### src/rtl/core_pkg.sv
// Shared core constants and the fetch-stage FSM state type.
package core_pkg;

   localparam logic [31:0] RESET_PC     = 32'h0000_0000;
   localparam logic [31:0] TRAP_VEC     = 32'h0000_0100;
   localparam logic [31:0] NOP_INSTR    = 32'h0000_0013;
   localparam logic [31:0] EBREAK_INSTR = 32'h0010_0073;

   typedef enum logic {
      RUN    = 1'b0,
      HALTED = 1'b1
   } fetch_state_e;

   // Clear the two low bits of a redirect target.
   function automatic logic [31:0] word_align(input logic [31:0] addr);
      return {addr[31:2], 2'b00};
   endfunction

endpackage

### src/rtl/fetch_stage_next_pc_sel.sv
// Next-PC priority mux: trap > mret > branch/jump > stall > sequential.
module next_pc_sel
   import core_pkg::*;
#(
   parameter logic [31:0] TRAP_VEC = core_pkg::TRAP_VEC
) (
   input  logic [31:0] pc,
   input  logic        run,
   input  logic        StallF,
   input  logic        PCSrcE,
   input  logic [31:0] PCTargetE,
   input  logic        trap_req,
   input  logic        mret,
   input  logic [31:0] epc,
   output logic [31:0] next_pc,
   output logic [31:0] pc_plus4,
   output logic        redirect,
   output logic        misalign
);

   // Select the next fetch PC and flag redirects and misaligned targets.
   always_comb begin
      pc_plus4 = pc + 32'd4;
      next_pc  = pc;
      redirect = 1'b0;
      misalign = 1'b0;
      if (trap_req) begin
         next_pc  = TRAP_VEC;
         redirect = 1'b1;
      end else if (!run) begin
         // Halted: only a trap may move the PC.
         next_pc = pc;
      end else if (mret) begin
         next_pc  = word_align(epc);
         redirect = 1'b1;
         misalign = |epc[1:0];
      end else if (PCSrcE) begin
         next_pc  = word_align(PCTargetE);
         redirect = 1'b1;
         misalign = |PCTargetE[1:0];
      end else if (StallF) begin
         next_pc = pc;
      end else begin
         next_pc = pc_plus4;
      end
   end

endmodule

### src/rtl/fetch_stage.sv
// Instruction-fetch stage: PC register, IF/ID register, halt FSM and
// accepted-instruction counter.
module fetch_stage
   import core_pkg::*;
#(
   parameter logic [31:0] RESET_PC     = core_pkg::RESET_PC,
   parameter logic [31:0] TRAP_VEC     = core_pkg::TRAP_VEC,
   parameter logic [31:0] NOP_INSTR    = core_pkg::NOP_INSTR,
   parameter logic [31:0] EBREAK_INSTR = core_pkg::EBREAK_INSTR
) (
   input  logic        clk,
   input  logic        rst,
   input  logic        StallF,
   input  logic        StallD,
   input  logic        FlushD,
   input  logic        PCSrcE,
   input  logic [31:0] PCTargetE,
   input  logic        trap_req,
   input  logic        mret,
   input  logic [31:0] epc,
   output logic [31:0] imem_addr,
   input  logic [31:0] imem_rdata,
   output logic [31:0] pc,
   output logic [31:0] pcD,
   output logic [31:0] instructionD,
   output logic [31:0] PCPlus4D,
   output logic        validD,
   output logic        halted,
   output logic        misalign,
   output logic [31:0] instr_count
);

   fetch_state_e state_q, state_d;
   logic [31:0]  pc_q, pc_d;
   logic [31:0]  pcd_q, pcd_d;
   logic [31:0]  instr_q, instr_d;
   logic [31:0]  pcplus4_q, pcplus4_d;
   logic         valid_q, valid_d;
   logic         halted_q, halted_d;
   logic         misalign_q, misalign_d;
   logic [31:0]  count_q, count_d;

   logic [31:0]  sel_next_pc;
   logic [31:0]  sel_pc_plus4;
   logic         sel_redirect;
   logic         sel_misalign;
   logic         load_real;

   next_pc_sel #(
      .TRAP_VEC (TRAP_VEC)
   ) u_next_pc_sel (
      .pc        (pc_q),
      .run       (state_q == RUN),
      .StallF    (StallF),
      .PCSrcE    (PCSrcE),
      .PCTargetE (PCTargetE),
      .trap_req  (trap_req),
      .mret      (mret),
      .epc       (epc),
      .next_pc   (sel_next_pc),
      .pc_plus4  (sel_pc_plus4),
      .redirect  (sel_redirect),
      .misalign  (sel_misalign)
   );

   // Next-state logic for the FSM, PC, IF/ID register and counter.
   always_comb begin
      state_d    = state_q;
      pc_d       = sel_next_pc;
      misalign_d = sel_misalign;
      pcd_d      = pcd_q;
      instr_d    = instr_q;
      pcplus4_d  = pcplus4_q;
      valid_d    = valid_q;
      load_real  = 1'b0;

      // An EBREAK squashed by a flush or redirect must not halt fetch.
      if (state_q == HALTED) begin
         if (trap_req) state_d = RUN;
      end else if (!sel_redirect && !FlushD && !StallD &&
                   valid_q && (instr_q == EBREAK_INSTR)) begin
         state_d = HALTED;
      end
      halted_d = (state_d == HALTED);

      if (FlushD || sel_redirect || (state_q == HALTED)) begin
         pcd_d     = '0;
         instr_d   = NOP_INSTR;
         pcplus4_d = '0;
         valid_d   = 1'b0;
      end else if (!StallD) begin
         pcd_d     = pc_q;
         instr_d   = imem_rdata;
         pcplus4_d = sel_pc_plus4;
         valid_d   = 1'b1;
         load_real = 1'b1;
      end

      count_d = load_real ? count_q + 32'd1 : count_q;
   end

   // State registers with asynchronous reset.
   always_ff @(posedge clk or posedge rst) begin
      if (rst) begin
         state_q    <= RUN;
         pc_q       <= RESET_PC;
         pcd_q      <= '0;
         instr_q    <= NOP_INSTR;
         pcplus4_q  <= '0;
         valid_q    <= 1'b0;
         halted_q   <= 1'b0;
         misalign_q <= 1'b0;
         count_q    <= '0;
      end else begin
         state_q    <= state_d;
         pc_q       <= pc_d;
         pcd_q      <= pcd_d;
         instr_q    <= instr_d;
         pcplus4_q  <= pcplus4_d;
         valid_q    <= valid_d;
         halted_q   <= halted_d;
         misalign_q <= misalign_d;
         count_q    <= count_d;
      end
   end

   assign imem_addr    = pc_q;
   assign pc           = pc_q;
   assign pcD          = pcd_q;
   assign instructionD = instr_q;
   assign PCPlus4D     = pcplus4_q;
   assign validD       = valid_q;
   assign halted       = halted_q;
   assign misalign     = misalign_q;
   assign instr_count  = count_q;

endmodule

### config.mk
export PLATFORM = sky130hd
export DESIGN_NAME = fetch_stage
export DESIGN_NICKNAME = d
export VERILOG_FILES = /design/src/rtl/core_pkg.sv /design/src/rtl/fetch_stage_next_pc_sel.sv /design/src/rtl/fetch_stage.sv
export SDC_FILE = /design/constraint.sdc
export NUM_CORES = 1
export LEC_CHECK = 0
export ABC_AREA = 1
export CAP_MARGIN = 40
export CORE_UTILIZATION = 49
export CTS_BUF_LIST = sky130_fd_sc_hd__clkbuf_16
export DETAILED_ROUTE_END_ITERATION = 12
export HOLD_SLACK_MARGIN = 0.15
export PLACE_DENSITY_LB_ADDON = 0.1
export SYNTH_ARGS = -nofsm -noshare
export SYNTH_HDL_FRONTEND = slang
export SYNTH_SLANG_ARGS = --single-unit
export TNS_END_PERCENT = 10
### constraint.sdc
create_clock -name clk -period 12.7 [get_ports clk]
set_input_delay 2.54 -clock clk [delete_from_list [all_inputs] [get_ports clk]]
set_output_delay 2.54 -clock clk [all_outputs]
set_load 0.005 [all_outputs]
==> results_dict.tcl <==
set metrics [dict create \
    timing.setup.tns_ns 0 \
    netlist-cell-type-count 41 \
    drc 0 \
    required_ns 13.03 \
    initial_core_util 0.501 \
    syn_area_um2 8320 \
    routed_wl_um 25400 \
    max_stage_delay_ns 0.86 \
    drtPass1Iterations 5 \
    hpwlAfterDp_um 18300 \
    vias 8053 \
    grt_max_degree 86 \
    die-area_um2 17500 \
    fin_hold_ws_ns 0.477 \
    p_leak_nw 5.31 \
    yosysMostFrequentCell "nand2_1" \
    routedWlPerCell_um 16.6 \
    cp_slowest_cell "inv_2" \
    max_freq_mhz 176 \
    htree_levels 4 \
    clockRootBuffer "clkbuf_16" \
    postCtsSetupRepairBufs 0 \
    antenna_left 0 \
    overflow 0 \
    port_buffers 290 \
    drive_gt1_frac 0.0564 \
    drtIter0Drc 417 \
    vias_per_cell 5.25 \
    cts_buffers 17 \
    clk_pin_slew_ns 0.06 \
    ys_ff_latch 157 \
    hold_viol_final 0 \
    cts_sinks 157 \
    pin_count 299 \
    crit_path_start_kind "input port" \
    final_util 0.707 \
    setup_viol 0 \
    cts_resized 0 \
    worstHoldPathType "reg2reg" \
    gp_congestion 0.953 \
    placementRows 47 \
    crit_path_end_kind "register" \
    cpLargestDelayFamily "buffers and inverters" \
    yosys_warnings 0 \
    syn_inst 1055 \
    cts_max_path_buffers 2 \
    max_slew_margin 0.422 \
    timing.max_cap.violations 0 \
    crit_type "in2reg" \
    antenna_found_initial 0 \
    finalPower_mw 1.24 \
    ys_async_sr_fraction 1.00 \
    cp_cell_sequence "clkdlybuf4s50_1 -> inv_2 -> nand3_2 -> nand2_2 -> nand3_2 -> nor2_4 -> buf_4 -> nand2_1 -> o21ai_0" \
    nets 1406 \
    synthTopCellsByCount "nand2_1, dfrtp_1, nor2_1" \
    finalCritPeriodShare 0.448 \
    peakVddDrop_mv 0.101 \
    synth-edff-count 0 \
    timing.critical_path.buf_inv 3 \
    ys.flop_type "dfrtp_1" \
    synth_top_area_frac 0.463 \
    core_area_um2 16600 \
    insertedDiodeCount 0 \
    crit_fanout 47 \
    path_common_cell "nand3_2" \
    cts.hold.buffers_added 0 \
    grt_pass1_wl_um 40600 \
    fin_crit_ns 5.68 \
    rsz0062_at_grt "no" \
    synth.area.top_cells "dfrtp_1, nand2_1, nor2_1, o21ai_0, buf_4" \
    pwr_density_cell_nw_per_um2 106 \
    worst_slew_pin_slew_ns 0.866 \
    status "completed" \
    cts_tree "built" \
    die_w_um 132 \
    die_h_um 132 \
    synth_top_area_cell "dfrtp_1" \
    finalMaxSlewViolations 0 \
    area_delta_synth_final_pct 40.9 \
    grt_pass1_vias 7639 \
    syn_area_per_cell_um2 7.88 \
    crit_arrival_ns 6.01 \
    insertion_delay_ns 0.43 \
    skew_ns 0.0128 \
    grtUsageTotal 0.297 \
    seq_area_frac_synth 0.473 \
]
-- where the power goes --
part / total (mW) / leakage, nW / internal (mW) / switching (mW)
Clock: 0.541 / 0.300 / 0.329 / 0.212
Sequential: 0.539 / 2.11 / 0.515 / 0.0240
Combinational: 0.158 / 2.89 / 0.0864 / 0.0716
-- area by class of cell --
type	count	area [µm²]
Clock inverter	15	195
Tap cell	220	275
Timing Repair Buffer	296	2980
Clock buffer	17	425
Sequential cell	157	3930
Inverter	90	348
Fill cell	1396	4860
Multi-Input combinational cell	738	3570
-- worst min-delay path, cell delays in order (launching register included) --
cell	delay, ns
dfrtp_1	0.34
nand2_1	0.06
nand2_1	0.05
-- worst paths after layout --
check	from	endpoint	slack [ns]	cells past startpoint
max in group asynchronous	rst	PCPlus4D[30]$_DFFE_PP0P_	8.98	4
setup reg to reg	halted$_DFF_PP0_	imem_addr[10]$_DFFE_PP0P_	10.18	7
hold / removal	pcD[8]$_DFFE_PP0P_	pcD[8]$_DFFE_PP0P_	0.48	2
min in group asynchronous	rst	instructionD[31]$_DFFE_PP0P_	2.64	2
hold reg to reg	pcD[8]$_DFFE_PP0P_	pcD[8]$_DFFE_PP0P_	0.48	2
setup / recovery	PCSrcE	pcD[27]$_DFFE_PP0P_	7.02	9
-- cell usage in the layout (no fill, tap or decap), types with 5 or more instances in the layout --
cell type,synthesis,routed
inv_2,6,6
conb_1,1,8
nor2_1,104,104
nor2_4,5,5
a21o_1,13,13
clkbuf_16,0,17
nand3_1,47,47
clkdlybuf4s50_1,0,289
o21ai_0,72,72
xor2_1,21,21
a22o_1,27,27
nand3_2,5,5
a21oi_1,20,20
o21ai_1,10,10
inv_1,83,83
nand2_1,330,330
nor2_2,7,7
dfrtp_1,154,154
nand4_1,14,14
nor3_1,14,14
xnor2_1,9,9
-- layer usage --
metal,part of all wire,track usage,vias to the layer above
met5,0,0,-
met4,0.022,0.105,0
met3,0.081,0.0584,41
met2,0.48,0.492,366
met1,0.41,0.388,3800
li1,-,-,3846
-- sequential cells by signal (all words and copies together) (netlist names) --
name / count
imem_addr: 30
pcD: 30
halted: 1
instr_count: 32
instructionD: 32
validD: 1
PCPlus4D: 30
misalign: 1
-- cell families (layout without fill, tap and decap cells) --
group           after synthesis  after routing  synth area share
xor+xnor                     30             30            0.0316
compound gates              154            154             0.112
fa+ha+maj                     2              2           0.00301
simple gates                544            544             0.278
buf+inv                     167            418             0.101
other cells                   1              8          0.000451
flops                       157            157             0.473
-- stage by stage --
step / area, µm² / cells / setup WS, ns
after floorplan: 8340 / 1062 / 5.93
after global placement: 11100 / 1499 / 6.79
after detailed placement: 11100 / 1501 / 6.64
after CTS: 11700 / 1533 / 7.07
after global routing: 11700 / 1533 / 6.79
final: 11700 / 1533 / 7.02
(Power assumes the default switching activity.)
